<file path="config.mk">
export PLATFORM = sky130hd
export DESIGN_NAME = spike_fifo_arbiter
export DESIGN_NICKNAME = d
export VERILOG_FILES = /design/src/rtl/spike_fifo_arbiter.sv
export SDC_FILE = /design/constraint.sdc
export NUM_CORES = 1
export LEC_CHECK = 0
export ABC_AREA = 0
export ABC_CLOCK_PERIOD_IN_PS = 5400
export CORE_MARGIN = 2
export CORE_UTILIZATION = 49
export CTS_CLUSTER_DIAMETER = 30
export DETAILED_ROUTE_END_ITERATION = 12
export GPL_TIMING_DRIVEN = 0
export PLACE_DENSITY = 0.95
export SLEW_MARGIN = 25
export SYNTH_ARGS = -nofsm -noshare
export SYNTH_HDL_FRONTEND = slang
export SYNTH_SLANG_ARGS = --single-unit
export TNS_END_PERCENT = 20
</file>
<file path="constraint.sdc">
create_clock -name clk -period 5.4 [get_ports clk]
set_input_delay 0.81 -clock clk [delete_from_list [all_inputs] [get_ports clk]]
set_output_delay 0.81 -clock clk [all_outputs]
set_load 0.05 [all_outputs]
</file>
<file path="src/rtl/spike_fifo_arbiter.sv">
// rtl/spike_fifo_arbiter.sv - round-robin burst reader draining spike FIFOs into one tagged stream
module spike_fifo_arbiter #(
   parameter int  NUM_SRC    = 4,
   parameter int  DATA_WIDTH = 16,
   parameter int  MAX_BURST  = 4,
   localparam int ID_WIDTH   = $clog2(NUM_SRC)
) (
   input  logic                          clk,
   input  logic                          rst_n,
   input  logic                          enable,
   input  logic [NUM_SRC-1:0]            src_mask,
   input  logic [NUM_SRC-1:0]            src_empty,
   output logic [NUM_SRC-1:0]            src_rd_en,
   input  logic [NUM_SRC*DATA_WIDTH-1:0] src_rd_data,
   output logic                          m_valid,
   input  logic                          m_ready,
   output logic [DATA_WIDTH-1:0]         m_data,
   output logic [ID_WIDTH-1:0]           m_src_id,
   output logic                          busy,
   input  logic                          cnt_clr,
   output logic [31:0]                   event_count
);

   localparam int                  BURST_W     = $clog2(MAX_BURST + 1);
   localparam logic [BURST_W-1:0]  BURST_LIMIT = BURST_W'(MAX_BURST);
   localparam logic [ID_WIDTH-1:0] LAST_ID     = ID_WIDTH'(NUM_SRC - 1);

   typedef enum logic [1:0] {
      ST_IDLE = 2'd0,
      ST_READ = 2'd1,
      ST_WAIT = 2'd2,
      ST_OUT  = 2'd3
   } state_t;

   state_t                  state;
   logic [ID_WIDTH-1:0]     grant;
   logic [ID_WIDTH-1:0]     last_grant;
   logic [ID_WIDTH-1:0]     arb_idx;
   logic [ID_WIDTH-1:0]     cand;
   logic                    arb_found;
   logic [BURST_W-1:0]      burst_cnt;
   logic [BURST_W-1:0]      burst_nxt;
   logic [NUM_SRC-1:0]      req;
   logic [DATA_WIDTH-1:0]   rd_word [NUM_SRC];
   logic                    handshake;
   logic                    burst_more;

   // one-hot read strobe for a source index
   function automatic logic [NUM_SRC-1:0] onehot(input logic [ID_WIDTH-1:0] idx);
      onehot      = '0;
      onehot[idx] = 1'b1;
   endfunction

   assign req        = ~src_empty & src_mask;
   assign burst_nxt  = burst_cnt + 1'b1;
   assign handshake  = (state == ST_OUT) && m_valid && m_ready;
   assign burst_more = (burst_nxt < BURST_LIMIT) && req[grant] && enable;

   // unpack the flat read-data bus so the granted word is a plain array lookup
   genvar gi;
   generate
      for (gi = 0; gi < NUM_SRC; gi++) begin : g_unpack
         assign rd_word[gi] = src_rd_data[gi*DATA_WIDTH +: DATA_WIDTH];
      end
   endgenerate

   // circular search for the first requester after the previous grant
   always_comb begin
      arb_found = 1'b0;
      arb_idx   = '0;
      cand      = last_grant;
      for (int k = 0; k < NUM_SRC; k++) begin
         cand = (cand == LAST_ID) ? '0 : cand + 1'b1;
         if (!arb_found && req[cand]) begin
            arb_found = 1'b1;
            arb_idx   = cand;
         end
      end
   end

   // scheduler FSM: IDLE -> READ -> WAIT -> OUT, looping back to READ while the burst continues
   always_ff @(posedge clk or negedge rst_n) begin
      if (!rst_n) begin
         state      <= ST_IDLE;
         grant      <= '0;
         last_grant <= LAST_ID;
         burst_cnt  <= '0;
         src_rd_en  <= '0;
         m_valid    <= 1'b0;
         m_data     <= '0;
         m_src_id   <= '0;
         busy       <= 1'b0;
      end else begin
         case (state)
            ST_IDLE: begin
               if (enable && arb_found) begin
                  grant     <= arb_idx;
                  burst_cnt <= '0;
                  src_rd_en <= onehot(arb_idx);
                  busy      <= 1'b1;
                  state     <= ST_READ;
               end
            end
            ST_READ: begin
               src_rd_en <= '0;
               state     <= ST_WAIT;
            end
            ST_WAIT: begin
               m_data   <= rd_word[grant];
               m_src_id <= grant;
               m_valid  <= 1'b1;
               state    <= ST_OUT;
            end
            ST_OUT: begin
               if (m_ready) begin
                  m_valid   <= 1'b0;
                  burst_cnt <= burst_nxt;
                  if (burst_more) begin
                     src_rd_en <= onehot(grant);
                     state     <= ST_READ;
                  end else begin
                     last_grant <= grant;
                     busy       <= 1'b0;
                     state      <= ST_IDLE;
                  end
               end
            end
            default: begin
               src_rd_en <= '0;
               m_valid   <= 1'b0;
               busy      <= 1'b0;
               state     <= ST_IDLE;
            end
         endcase
      end
   end

   // completed-handshake counter; clear wins over a coincident increment
   always_ff @(posedge clk or negedge rst_n) begin
      if (!rst_n) begin
         event_count <= '0;
      end else if (cnt_clr) begin
         event_count <= '0;
      end else if (handshake) begin
         event_count <= event_count + 32'd1;
      end
   end

endmodule

</file>
# == Word-level counts from Yosys, hierarchy flattened ==
# Index checks and enable logic that the tools add are counted.
# classes
addsub,6
order_cmp,10
eq_ne,11
mux,48
bitwise,4
reduce_logical,25
# op_table
operator,n
32-bit 2-to-1 mux,2
"32-bit by 1-bit adder with 32-bit output, second input constant",1
16-bit binary-select mux with 2-bit select,1
16-bit 2-to-1 mux,2
2-bit 2-to-1 mux,10
"2-bit by 3-bit less-than comparator with 1-bit output, second input constant",6
1-bit 2-to-1 mux,16
"2-bit equality test, second input constant",6
4-bit 2-to-1 mux,3
4-bit one-hot mux with 3 select lines,1
1-bit binary-select mux with 2-bit select,5
1-bit logical AND,10
"2-bit by 1-bit adder with 2-bit output, second input constant",4
"2-bit inequality test, second input constant",4
2-bit one-hot mux with 4 select lines,1
4-bit AND reduction,2
3-bit 2-to-1 mux,2
3-bit one-hot mux with 2 select lines,1
2-bit AND reduction,3
3-bit AND reduction,2
2-bit nonzero test,3
4-bit AND,1
1-bit demux with 2-bit select,2
"2-bit by 1-bit >= comparator with 1-bit output, second input constant",2
other kinds (11),14
# word_totals
register_bits,65
input_bits,77
wordCells,114

# == Depth between registers and ports, before layout ==
# Gate-level depths: netlist (run 1).
# depth
depth_word,20
ltp_mapped,7

# == Worst setup path after synthesis (run 1) ==
# No wires, ideal clock.
# synth_timing
kind,input to register
startpoint,in src_mask[1]
endpoint,reg last_grant[0]
arrival_ns,2.213
slack_ns,3.105
cell_stages,5
path_cell_list,nor2b_4 > mux4_2 > and3_4 > or3_4 > mux2_4
# synth_between
elab_chain_len,7
# synth_rtl
item,line_no,rtl
from (decl),11,"input logic [NUM_SRC-1:0] src_mask,"
4-bit AND,54,assign req = ~src_empty & src_mask;
1-bit binary-select mux with 2-bit select,57,assign burst_more = (burst_nxt < BURST_LIMIT) && req[grant] && enable;
1-bit 2-to-1 mux (not written as such),57,
1-bit logical AND (2 in series),57,
1-bit NOT (no source line),-,
3-bit AND reduction (no source line),-,
to (signal assigned),122,last_grant <= grant;
to (decl),37,logic [ID_WIDTH-1:0] last_grant;
# No other way between the ends. The select of a mux whose other input is x is not followed.
# A chain may end at the register's enable or synchronous reset.

# == Worst setup path after layout (run 1) ==
# layout_timing
startpoint,in src_empty[1]
endpoint,reg src_rd_en[3]
# layout_between
elab_chain_len,20
word_cells_on_any_way,39
classes_between,order compare (2); eq/ne (2); mux (22); bitwise (2); reduce/logical (11)
# layout_rtl
item,line_no,rtl
from (decl),12,"input logic [NUM_SRC-1:0] src_empty,"
4-bit NOT (*),54,
4-bit AND (*),54,
1-bit binary-select mux with 2-bit select,74,if (!arb_found && req[cand]) begin
1-bit 2-to-1 mux (not written as such),74,
1-bit 2-to-1 mux,74,
1-bit logical NOT,74,
1-bit logical AND,74,
1-bit 2-to-1 mux,74,
[... 4 more ...],-,
1-bit logical AND,74,
2-bit 2-to-1 mux,74,
2-bit by 3-bit less-than comparator with 1-bit output (not written as such) / 2-bit by 1-bit >= comparator with 1-bit output (equally long branches),51,onehot[idx] = 1'b1;
1-bit logical AND (not written as such),51,
1-bit 2-to-1 mux (not written as such),51,
1-bit demux with 2-bit select,51,
4-bit 2-to-1 mux,96,if (enable && arb_found) begin
4-bit one-hot mux with 3 select lines,94,case (state)
to (signal assigned),99,src_rd_en <= onehot(arb_idx);
to (signal assigned),119,src_rd_en <= onehot(grant);
to (decl),13,"output logic [NUM_SRC-1:0] src_rd_en,"
# Mark *: on every way between the ends. The rest lies on a longest branch, timed or not. The select of a mux whose other input is x is not followed.

==> results by stage, run 1 <==
Logic synthesis:
- By area the synthesized netlist is led by sky130_fd_sc_hd__dfrtp_1 43%, sky130_fd_sc_hd__mux4_2 10%, sky130_fd_sc_hd__mux2_2 5.5%.
- For this run, the leading register cell type out of synthesis is sky130_fd_sc_hd__dfrtp_1.
- Of the total synthesized cell area, the portion taken by AND, OR, NAND and NOR gates is 0.1845.
- The share of synthesized area in the top cell type comes to 0.4258.
- The post-synthesis compound-gate area fraction came to 0.06928.
- The combinational family with the most area after synthesis is simple AND/OR/NAND/NOR gates.
- The Yosys step of the flow raised 0 warnings.
- The number of nets handed over by synthesis was ~410.
- The register bit total from synthesis is 65.
- The async set-reset flop share out of synthesis is 1.000.
- The number of enable flip-flop cells after synthesis is 0.
- After synthesis, the netlist uses 54 different library cells.
- Of the post-synthesis cell area, the part taken by muxes is 0.1835.
- Of the total synthesized cell area, the portion taken by full adders, half adders and majority gates is 0.02704.
- The average size of a mapped cell is around 11 um^2.
- The portion of the post-synthesis area used by sequential elements is 0.4400.
- The synthesized area is 0.003702 mm^2.
- Of the total synthesized cell area, the portion taken by XOR and XNOR cells is 0.06387.
- Synthesis handed over a netlist of roughly 330 instances.
- The dominant cell type by area after synthesis is sky130_fd_sc_hd__dfrtp_1.

Power and ir drop:
- The relative contribution of sequential cells to total power is 0.291.
- In this run the static leakage power is about 2.2 nW.
- Of the total power, the clock network draws 0.193.
- Of the total power, the share spent switching nets is 0.4158.
- The share of total power dissipated in combinational logic is 0.516.
- The switching power is 0.0009977 W.
- The internal portion of the total power is about 0.0014 W.
- For this design the ratio of total power to cell area is approximately 450 mW/mm^2.
- The maximum vdd drop is slightly below 400 uV.

Routing:
- The count of nets left with antenna violations once routing finished came out at 0.
- The number of DRC violations after detailed routing is 0.
- The routed wire length is 10700 um.
- The detailed-route via count is roughly 3300.
- After detailed routing, the average wire length per cell comes to between 15 and 20 um.
- After detailed routing, the number of vias per cell comes to slightly below 6.
- The number of detailed-route iterations in the first pass is 4.
- The number of DRC markers in iteration 0 is roughly 180.

Worst setup path:
- The required time at the endpoint of the critical path is ~5.6 ns.
- The critical path goes through clkdlybuf4s50_1 > nor2b_4 > o41ai_2 > and2_1 > or3_1 > buf_2 > mux2_1.
- The class of the most critical setup path is primary input to register.
- The worst setup path is launched from a primary input.
- Of all nets on the critical path, the largest fanout is 6.
- The cell with the biggest individual delay on the critical path is sky130_fd_sc_hd__o41ai_2.
- STA classifies the critical path endpoint as a register.
- The endpoint of the worst register-to-register path is src_rd_en[3]$_DFFE_PN0P_.
- For flop-to-flop paths, the worst setup slack is 3.03 ns.
- The arrival time at the worst endpoint is 2.89 ns.
- The number of cell instances on the worst register-to-register path is 5.
- The startpoint identified for the worst register-to-register timing path is last_grant[0]$_DFFE_PN1P_.
- The peak per-stage delay on the critical path is roughly 0.56 ns.

Timing:
- The post-route worst setup slack is ~2.7 ns.
- Setup repair after global routing left no endpoint under its margin.
- The worst clock skew on the final layout is 0.01312 ns.
- The clock period minus worst slack is 2.664 ns.
- The highest attainable clock frequency is 375.3 MHz.
- The sum of negative setup slack is 0 ns.
- Dividing the final minimum period by the clock period gives 0.4934.
- The max-slew violation count is 0.
- The final-report setup violation count is 0.
- In this run the tightest slew margin relative to its limit is 0.5183.
- The total count of hold-check failures in the final report is 0.
- The pin slew with the least headroom to its limit is between 0.7 and 0.8 ns.

GRT:
- The initial antenna violation count is 0.
- Global routing finished with a remaining overflow of 0.
- The first global-routing pass estimated 17270 um of wire.
- The aggregate global-route resource usage is 0.2658.
- The number of global-route vias before repair is between 3000 and 4000.
- Entering global routing, the biggest net connects 38 pins.

Clocking:
- The number of buffers created by CTS is 9.
- The total of cells resized after clock tree synthesis is 0.
- CTS built an H-tree with a depth of 3.
- The hold-fix buffer count after cts is 0.
- TritonCTS built the clock tree.
- The clock passes through at most 2 buffers.
- The clock root buffer is sky130_fd_sc_hd__clkbuf_8.
- The post-CTS setup buffer count is 0.
- The total number of clock tree sinks is 65.
- At the later pin of the worst-skew pair, clock insertion delay measures roughly 0.34 ns.
- Clock-pin slew was measured on the worst setup and hold paths at around 0.08 ns.

Floorplan:
- The die span in y is ~91 um.
- The width of the die is roughly 91 um.
- The core footprint is 0.007292 mm^2.
- The initialized floorplan defines 31 standard-cell rows.
- In this run the count of I/O pins placed on the die edge is 133.
- The starting density of the core is 0.5077.
- The total die area is just over 0.008 mm^2.

Run:
- The max-cap violation count is 0.

Final layout:
- The number of filler instances in the final layout is ~500.
- In the final layout, the share of cells above drive strength 1 is 0.1576.
- The diode insertion count for antenna repair is 0.
- The final net count is approximately 560.
- The layout-stage area growth over the synthesis result is 44.85%.
- The top cell types in the final layout, fill and taps aside, are 129 x sky130_fd_sc_hd__clkdlybuf4s50_1, 63 x sky130_fd_sc_hd__dfrtp_1, 34 x sky130_fd_sc_hd__nor2_1, 22 x sky130_fd_sc_hd__xor2_1, 18 x sky130_fd_sc_hd__mux2_2.
- The library cell used most frequently in the layout, excluding fill and tap cells, is sky130_fd_sc_hd__clkdlybuf4s50_1.

Place:
- The HPWL reported at the end of detailed placement is approximately 8000 um.
- The routability congestion estimate is approximately 0.86.
- The setup slack after placement is 2.419 ns.
- The number of port buffers is 130.

Min path:
- The worst hold path class is primary input to asynchronous set/reset pin.

Run status:
- The flow ran to the end, and the final reports show no timing, DRC or antenna violations.
==> layout make-up <==
class | count | area (um^2) | share of cell area
well taps | 99 | 123.9 | 0.02310
repair buffers | 131 | 1319 | 0.2459
multi-input cells | 236 | 1956 | 0.3647
clock inverters | 7 | 93.84 | 0.01750
clock buffers | 9 | 123.9 | 0.02310
inverters | 12 | 45.04 | 0.008399
flip-flops and latches | 65 | 1629 | 0.3038
plain buffers | 16 | 72.57 | 0.01353
==> kinds of logic (layout without fill, tap and decap cells) <==
kind of cell	count (synthesis)	in the layout
fa+ha+maj	8	8
simple gates	120	120
xor+xnor	27	27
mux	43	43
compound gates	38	38
flops	65	65
buf+inv	28	175
==> power by group through the flow <==
stage                     Clock (W)  Combinational [W]  Sequential [W]
after floorplan                   0           0.000544        0.000988
after global placement            0            0.00118        0.000692
after detailed placement          0            0.00123        0.000702
after CTS                  0.000465            0.00124        0.000696
after global routing       0.000485            0.00130        0.000709
final                      0.000464            0.00124        0.000698
==> registers in the layout, summed over array words and instances (netlist names) <==
register	flops
busy	1
last_grant	2
src_rd_en	4
m_valid	1
m_data	16
grant	2
burst_cnt	3
state	2
event_count	32
m_src_id	2
==> worst max-delay path: cells and delay by family <==
family,cells,cell delay (ns)
buf+inv,2,0.69
compound gates,1,0.56
simple gates,3,0.50
mux,1,0.33
==> routing by layer <==
metal / up-vias / GRT usage / share of wire
met5: - / 0 / 0
met4: 0 / 0.1073 / 0.025
met3: 26 / 0.04174 / 0.054
met2: 146 / 0.4728 / 0.54
met1: 1671 / 0.3209 / 0.39
li1: 1489 / - / -
==> stage by stage <==
step	hold WS (ns)	cells	area, um^2	utilization	total power (W)
2_1_floorplan	0.4818	329	3702	-	0.001532
3_3_place_gp	0.4893	558	5127	0.7032	0.001874
3_5_place_dp	0.4903	559	5145	0.7056	0.001928
4_1_cts	0.3901	575	5363	0.7354	0.002398
5_1_grt	0.4034	575	5363	0.7354	0.002499
6_report	0.3769	575	5363	0.7354	0.002399
==> synthesized netlist by cell type, drive strengths merged, types with 3 or more instances <==
library cell  number
a21oi              8
and3               7
and4               5
buf                8
clkbuf             8
dfrtp             63
ha                 8
inv               12
mux2              23
mux2i              3
mux4              17
nand2             17
nand3             15
nand4             16
nor2              35
nor2b              6
o21ai             13
o41ai              3
or2                3
or3                5
xnor2              5
xor2              22
==> worst max-delay path by stage <==
stage	start	to	slack, ns	depth (start not counted)
2_1_floorplan	src_mask[1]	last_grant[0]$_DFFE_PN1P_	3.11	5
3_3_place_gp	rst_n	src_rd_en[0]$_DFFE_PN0P_	1.48	1
3_5_place_dp	src_empty[1]	src_rd_en[3]$_DFFE_PN0P_	2.42	7
4_1_cts	src_empty[1]	src_rd_en[3]$_DFFE_PN0P_	2.75	7
5_1_grt	src_empty[1]	src_rd_en[3]$_DFFE_PN0P_	2.59	6
6_report	src_empty[1]	src_rd_en[3]$_DFFE_PN0P_	2.74	7
No activity file was read; power rests on OpenSTA's default activity.
==> run 2, diff against run 1 <==
ABC_CLOCK_PERIOD_IN_PS = 2400   (was 5400)
CORE_UTILIZATION = 41   (was 49)
PLACE_DENSITY = 0.88   (was 0.95)
clock period = 2.4 ns   (was 5.4 ns; I/O delays follow)
==> run 2 against run 1 <==
Sequential share of layout area decreased by 0.27 points; hold slack lost 0.020 ns; utilization shrank 11 points; die area grew 19%; via count shrank 3.3%; worst setup slack got worse by 2.5 ns; combinational power increased by 120%; routed wire length fell by 5.6%; final area rose by 0.91%; power up 120%; cell count increased by 1.7%; first-iteration DRC count decreased by 24%.
==> results by stage, run 2 (synthesized netlist as in run 1, its figures left out) <==
Run status:
- The flow ran to the end, and the final reports show no timing, DRC or antenna violations.

Min path:
- The instance count along the most critical hold path is 2.
- The worst hold path class is primary input to register.
- The path with the worst hold slack has its endpoint at event_count[31]$_DFFE_PN0P_.
- The worst hold path begins at cnt_clr.

Floorplan:
- The die span in y is 99.03 um (+8.9%).
- The total die area is 0.009806 mm^2 (+19%).
- The starting density of the core is 0.4245 (-0.08319).
- The width of the die was 99.03 um (+8.9%).
- The core footprint is 0.008721 mm^2 (+20%).
- The number of core rows was 34 (+9.7%).
- The number of top-level pins came to 133 (unchanged).

Routing:
- The count of antenna-violating nets left after detailed routing is 0 (unchanged).
- The number of detailed-route iterations in the first pass is 4 (unchanged).
- The mean number of vias per cell is 5.508 (-5.0%).
- The number of DRC violations after detailed routing is 0 (unchanged).
- The routed wire length is 10100 um (-5.6%).
- The routed wire length per instance was 17.27 um (-7.2%).
- The number of DRC markers in iteration 0 is 133 (-24%).
- The detailed-route via count is 3222 (-3.3%).

Final layout:
- The number of flip-flops in the largest register came to 32 (unchanged).
- The flip-flop and latch area is 0.001629 mm^2 (unchanged).
- The share of cells above drive strength 1 is 0.1593 (+0.001766).
- The top cell types in the final layout, fill and taps aside, are 129 x sky130_fd_sc_hd__clkdlybuf4s50_1, 63 x sky130_fd_sc_hd__dfrtp_1, 34 x sky130_fd_sc_hd__nor2_1, 22 x sky130_fd_sc_hd__xor2_1, 18 x sky130_fd_sc_hd__mux2_2.
- The diode insertion count for antenna repair is 0 (unchanged).
- The area of all placed cells without fillers is 0.005411 mm^2 (+0.91%).
- The layout-stage area growth over the synthesis result is 46.16%.
- The number of filler instances in the final layout was 693 (+42%).
- The most common library cell in the layout ignoring fill and taps is sky130_fd_sc_hd__clkdlybuf4s50_1.
- The area of the multi-input gates was 0.001973 mm^2 (+0.90%).
- Counting flops per register, the top entry is event_count.
- In the final layout, the registers with the most flip-flops are event_count x32, m_data x16, src_rd_en x4.
- The final net count is 557 (+0.18%).

Power and ir drop:
- The portion of total power attributed to the clock network is 0.198 (+0.005).
- The maximum vdd drop is 598.0 uV (+52%).
- The share of total power consumed by net switching is 0.4073 (-0.008555).
- The relative contribution of sequential cells to total power is 0.289 (-0.002).
- The portion of total power attributed to combinational logic is 0.513 (-0.003).
- The standby leakage power was 2.216 nW (+0.67%).
- The switching power came to 0.002190 W (+120%).
- The cell-internal power came to 0.003188 W (+130%).
- The ratio of total power to cell area is 993.8 mW/mm^2 (+120%).

Worst setup path:
- The reg-to-reg setup timing slack came to 0.19 ns (-2.84 ns).
- The arrival time at the worst endpoint came to 2.44 ns (-0.45 ns).
- The number of cell instances on the worst register-to-register path is 5 (unchanged).
- The element type at the critical path end is a register.
- Traced cell by cell, the critical path runs through inv_1 > ha_1 > clkbuf_1 > clkbuf_1 > mux2_2.
- In this run the critical register-to-register path is launched from state[0]$_DFFE_PN0P_.
- The highest fanout seen on the critical path is 10 (+4).
- Tracing the worst setup path back leads to its startpoint at state[0]$_DFFE_PN0P_.
- The type of origin of the critical path is a register.
- The required time at the endpoint of the critical path was 2.63 ns (-2.99 ns).
- The endpoint of the worst register-to-register path is m_src_id[1]$_DFFE_PN0P_.
- The cell with the biggest individual delay on the critical path is sky130_fd_sc_hd__clkbuf_1.
- The most numerous cell type found on the critical path is sky130_fd_sc_hd__clkbuf_1.
- The peak per-stage delay on the critical path is 0.53 ns (-0.03 ns).
- The class of the most critical setup path is register to register.

Timing:
- The pin slew with the least headroom to its limit is 0.6999 ns (-0.004421 ns).
- The highest attainable clock frequency is between 400 and 500 MHz.
- The max-slew violation count is 0 (unchanged).
- Setup repair after global routing left no endpoint under its margin.
- The final-report setup violation count came to 0 (unchanged).
- The clock period minus worst slack is between 2 and 2.5 ns.
- The total count of hold-check failures in the final report came to 0 (unchanged).
- The worst clock skew on the final layout is 0.01032 ns (-0.002803 ns).
- The share of the clock period used by the worst path after layout is 0.9203.
- The remaining max-slew budget at the tightest pin is 0.5298 (+0.01150).
- The post-route worst setup slack is 0.1914 ns (-2.544 ns).

GRT:
- The maximum number of pins on one net before global-route repair was 35 (-7.9%).
- The met3 capacity usage during global routing is 0.05177 (+0.01004).
- The most heavily used metal layer in global routing is met2.
- The met2 usage is 0.3789 (-0.09394).
- The global-route wire length before repair is 17100 um (-1.0%).
- The number of global-route vias before repair is 3452 (+1.4%).
- The initial antenna violation count is 0 (unchanged).
- The overall overflow remaining after global route is 0 (unchanged).
- The aggregate global-route resource usage is 0.2194 (-0.04636).
- The met1 track demand over resource in global routing is 0.2745 (-0.04638).

Clocking:
- The clock insertion delay at the later pin of the skew report came to 0.34 ns (about the same).
- The clock transition at the registers of the reported paths is 0.07 ns (about the same).
- The number of levels the H-tree was split into is 3 (unchanged).
- Clock tree synthesis selected as its root buffer the cell sky130_fd_sc_hd__clkbuf_8.
- The number of buffers between clock root and the deepest sink is 2 (unchanged).
- The total number of clock tree sinks is 65 (unchanged).
- The number of buffers created by CTS is 9 (unchanged).
- TritonCTS built the clock tree.

Place:
- The HPWL reported at the end of detailed placement is 7899 um (-1.4%).
- The routability congestion estimate is 0.8555 (-0.58%).
- The instance area at placement is 0.005156 mm^2 (+0.22%).
- The setup slack after placement is -0.1546 ns (-2.574 ns).
- The number of port buffers is 130 (unchanged).

Run:
- The max-cap violation count is 0 (unchanged).
## run 2: changes by cell type in the layout (fill, tap and decap cells not counted), sizes merged
cell / delta
clkbuf: +1
clkinvlp: -1
dlygate4sd3: +1
## run 2: power by group through the flow
stage	sequential [W]	clock [W]	combinational (W)
final	0.00155	0.00107	0.00276
after global routing	0.00159	0.00116	0.00294
after CTS	0.00155	0.00109	0.00277
after detailed placement	0.00157	0	0.00275
after global placement	0.00156	0	0.00266
after floorplan	0.00222	0	0.00122
## run 2: through the flow
stage / total power [W] / cells / hold WS (ns) / setup TNS, ns / util
floorplan: 0.003447 / 329 / 0.06441 / 0 / -
global placement: 0.004220 / 567 / 0.4885 / -72.72 / 0.5892
detailed placement: 0.004327 / 568 / 0.3302 / -0.4622 / 0.5912
CTS: 0.005412 / 585 / 0.3475 / 0 / 0.6185
global route: 0.005697 / 585 / 0.3547 / 0 / 0.6205
finish: 0.005378 / 585 / 0.3568 / 0 / 0.6205
## run 2: repair_timing
item | 4_1_cts | 5_1_grt
hold buffers | 1 | 0
endpoints found under the hold margin | 31 | 0
resized for setup | 0 | 3
endpoints found under the setup margin | 0 | 3
buffers inserted | 0 | 0
## run 2: worst max-delay path, delay by kind of cell, from the launching register on
family / cells / cell delay (ns)
flip-flops: 1 / 0.41
buffers and inverters: 3 / 1.12
adder cells (fa/ha/maj): 1 / 0.16
multiplexers: 1 / 0.41
## run 2: worst max-delay path by stage
stage / end / slack [ns] / cells past startpoint
2_1_floorplan: event_count[21]$_DFFE_PN0P_ / 0.35 / 6
3_3_place_gp: src_rd_en[1]$_DFFE_PN0P_ / -1.14 / 1
3_5_place_dp: src_rd_en[2]$_DFFE_PN0P_ / -0.15 / 7
4_1_cts: src_rd_en[3]$_DFFE_PN0P_ / 0.04 / 5
5_1_grt: m_data[13]$_DFFE_PN0P_ / 0.008 / 5
6_report: m_src_id[1]$_DFFE_PN0P_ / 0.19 / 5
## run 2: cell type report
| type | count | share of cell area |
|---|---|---|
| timing repair buffer | 132 | 0.2455 |
| clock buffer | 10 | 0.02543 |
| sequential | 65 | 0.3010 |
| clock inverter | 6 | 0.01665 |
| tap | 108 | 0.02497 |
| inverter | 12 | 0.008324 |
| buffer | 16 | 0.01341 |
| multi-input combinational | 236 | 0.3646 |
## run 2: routing by layer
metal  vias up  share of wire
met4         0          0.019
met1      1586           0.39
met3        19          0.058
li1       1495              -
met2       122           0.53
met5         -              0
==> run 3, diff against run 2 <==
SETUP_SLACK_MARGIN = 0.3   (was default)
==> run 3 against run 2 <==
Non-clock buffer count up 6; utilization up 1.5 points; sequential power about the same; critical path type is now primary input to register.
==> results by stage, run 3 (synthesized netlist as in run 1, its figures left out) <==
Final layout:
- The final net count is 563 (+1.1%).
- Compared with the post-synthesis result, the final layout area differs by 49.61%.
- The final core utilization is 0.6352 (+0.01464).
- The share of cells above drive strength 1 is 0.1905 (+0.03115).
- In the final layout, the registers with the most flip-flops are event_count x32, m_data x16, src_rd_en x4.
- The register with the most flip-flops is event_count.
- The post-layout instance count excluding filler cells is 591 (+1.0%).
- The library cell used most frequently in the layout, excluding fill and tap cells, is sky130_fd_sc_hd__clkdlybuf4s50_1.
- The diode insertion count for antenna repair is 0 (unchanged).
- The top cell types in the final layout, fill and taps aside, are 125 x sky130_fd_sc_hd__clkdlybuf4s50_1, 63 x sky130_fd_sc_hd__dfrtp_1, 33 x sky130_fd_sc_hd__nor2_1, 22 x sky130_fd_sc_hd__xor2_1, 18 x sky130_fd_sc_hd__mux2_2.
- The number of flip-flops in the largest register was 32 (unchanged).

Power and ir drop:
- The standby leakage power was 2.306 nW (+4.1%).
- The maximum vdd drop is 609.2 uV (+1.9%).
- The relative contribution of sequential cells to total power is 0.282 (-0.007).
- The cell-internal power came to 0.003264 W (+2.4%).
- The switching power is 0.002263 W (+3.3%).
- The post-route total power is 0.005527 W (+2.8%).
- The portion of total power attributed to combinational logic was 0.523 (+0.010).
- The share of total power consumed by net switching came to 0.4094 (+0.002149).
- The portion of total power attributed to the clock network is 0.195 (-0.003).
- The ratio of total power to cell area is 997.8 mW/mm^2 (+0.40%).

Timing:
- The highest attainable clock frequency is 476.3 MHz (+5.2%).
- The worst clock skew on the final layout came to 0.01207 ns (+0.001753 ns).
- The final-report setup violation count came to 0 (unchanged).
- The remaining max-slew budget at the tightest pin is 0.5359 (+0.006083).
- The smallest hold slack came to 0.3532 ns (-0.003556 ns).
- The clock period minus worst slack is 2.099 ns (-0.1092 ns).
- Setup repair after global routing could not meet its margin everywhere.
- The max-slew violation count came to 0 (unchanged).
- The total count of hold-check failures in the final report is 0 (unchanged).
- The sum of negative setup slack is 0 ns (unchanged).
- The share of the clock period used by the worst path after layout came to 0.8748 (-0.04551).
- The pin slew with the least headroom to its limit is 0.6908 ns (-0.009055 ns).

Worst setup path:
- The startpoint of the worst register-to-register path is last_grant[0]$_DFFE_PN1P_.
- The reg-to-reg setup timing slack is 0.33 ns (+0.14 ns).
- The worst setup path is captured at a register.
- The arrival time at the worst endpoint is 2.32 ns (-0.12 ns).
- The highest fanout seen on the critical path is 6 (-4).
- The number of cell instances on the worst register-to-register path came to 6 (+1).
- The required time at the endpoint of the critical path is 2.62 ns (about the same).
- The endpoint of the worst register-to-register path is src_rd_en[3]$_DFFE_PN0P_.
- The type of origin of the critical path is a primary input.
- The class of the most critical setup path is primary input to register.

Routing:
- The routed length on met2 is 5555 um (+3.6%).
- The count of antenna-violating nets left after detailed routing is 0 (unchanged).
- The met3 wire length is 528 um (-9.9%).
- The mean number of vias per cell is 5.575 (+1.2%).
- The detailed-route via count is 3295 (+2.3%).
- The highest metal layer carrying signal wires in the routed design is met4.
- The number of DRC violations after detailed routing came to 0 (unchanged).
- The routed wire length per instance is 17.75 um (+2.8%).
- The number of DRC markers in iteration 0 was 103 (-23%).
- The sum of routed wire segments on met1 came to 4183 um (+5.7%).
- The routed wire length was 10490 um (+3.9%).
- The number of detailed-route iterations in the first pass is 4 (unchanged).

Run status:
- The flow ran to the end, and the final reports show no timing, DRC or antenna violations.

Floorplan:
- The number of top-level pins is 133 (unchanged).
- The width of the die is 99.03 um (unchanged).
- The die span in y is 99.03 um (unchanged).
- The total die area is 0.009806 mm^2 (unchanged).
- The number of core rows is 34 (unchanged).
- The starting density of the core was 0.4245 (unchanged).
- The core footprint is 0.008721 mm^2 (unchanged).

GRT:
- The maximum number of pins on one net before global-route repair was 35 (unchanged).
- The global-route wire length before repair is 17010 um (-0.53%).
- The initial antenna violation count is 0 (unchanged).
- The overall overflow remaining after global route is 0 (unchanged).
- The number of global-route vias before repair came to 3471 (+0.55%).
- The aggregate global-route resource usage is 0.2191 (-0.0003006).

Min path:
- The instance count along the most critical hold path was 2 (unchanged).
- In this run the most critical hold path is launched from cnt_clr.
- The end point of the worst hold path is event_count[31]$_DFFE_PN0P_.
- The worst hold path class is primary input to register.

Run:
- The max-cap violation count is 0 (unchanged).

Clocking:
- The number of buffers created by CTS is 9 (unchanged).
- The TritonCTS clock tree is yes.
- In this run the clock root is driven by a sky130_fd_sc_hd__clkbuf_8.
- The number of levels the H-tree was split into came to 3 (unchanged).
- The number of buffers between clock root and the deepest sink is 2 (unchanged).
- The clock insertion delay at the later pin of the skew report is 0.34 ns (about the same).
- The total number of clock tree sinks is 65 (unchanged).
- The clock transition at the registers of the reported paths is 0.07 ns (about the same).

Place:
- The number of port buffers came to 130 (unchanged).
- The HPWL reported at the end of detailed placement came to 7899 um (unchanged).
- The post-placement cell count came to 568 (unchanged).
- The routability congestion estimate is 0.8555 (unchanged).
## run 3: what timing repair did
item	4_1_cts	5_1_grt
gates resized for setup	5	16
pin swaps	0	4
hold endpoints to repair	31	0
hold buffers	1	0
cloned	0	0
endpoints found under the setup margin	13	26
buffers inserted	2	4
## run 3: power by group through the flow
stage / Sequential [W] / Clock [W] / Combinational, W
floorplan: 0.00222 / 0 / 0.00122
global placement: 0.00156 / 0 / 0.00266
detailed placement: 0.00157 / 0 / 0.00275
CTS: 0.00155 / 0.00109 / 0.00278
global route: 0.00160 / 0.00116 / 0.00307
finish: 0.00156 / 0.00108 / 0.00289
## run 3: how the worst max path moves through the flow
| stage | from | to | slack, ns | cells past startpoint |
|---|---|---|---|---|
| 6_report | src_mask[0] | src_rd_en[1]$_DFFE_PN0P_ | 0.30 | 7 |
| 5_1_grt | state[0]$_DFFE_PN0P_ | m_data[13]$_DFFE_PN0P_ | 0.20 | 5 |
| 3_3_place_gp | rst_n | src_rd_en[1]$_DFFE_PN0P_ | -1.14 | 1 |
| 3_5_place_dp | src_empty[1] | src_rd_en[2]$_DFFE_PN0P_ | -0.15 | 7 |
| 2_1_floorplan | event_count[8]$_DFFE_PN0P_ | event_count[21]$_DFFE_PN0P_ | 0.35 | 6 |
| 4_1_cts | src_mask[2] | src_rd_en[1]$_DFFE_PN0P_ | 0.31 | 7 |
## run 3: through the flow
step / setup WS (ns) / instance area (um^2)
5_1_grt: 0.2007 / 5539
4_1_cts: 0.3125 / 5430
2_1_floorplan: 0.3547 / 3702
6_report: 0.3006 / 5539
3_3_place_gp: -1.140 / 5139
3_5_place_dp: -0.1546 / 5156
## run 3: worst max-delay path, stage by stage
cell	delay, ns
sky130_fd_sc_hd__clkdlybuf4s50_1	0.46
sky130_fd_sc_hd__nor2b_4	0.25
sky130_fd_sc_hd__mux4_2	0.30
sky130_fd_sc_hd__a41oi_2	0.11
sky130_fd_sc_hd__or3_4	0.39
sky130_fd_sc_hd__buf_6	0.14
sky130_fd_sc_hd__mux2_1	0.31
## run 3: area by class of cell
cell class	count	area, um^2
tap	108	135.1
timing repair buffer	138	1384
clock inverter	6	90.09
fill	669	3182
multi-input combinational	236	2038
sequential	65	1629
buffer	16	80.08
clock buffer	10	137.6
inverter	12	45.04
## run 3: metal layers
layer,vias to the layer above,global-route usage
met5,-,0
met4,0,0.07376
met3,20,0.05390
met2,126,0.3742
met1,1643,0.2722
li1,1506,-
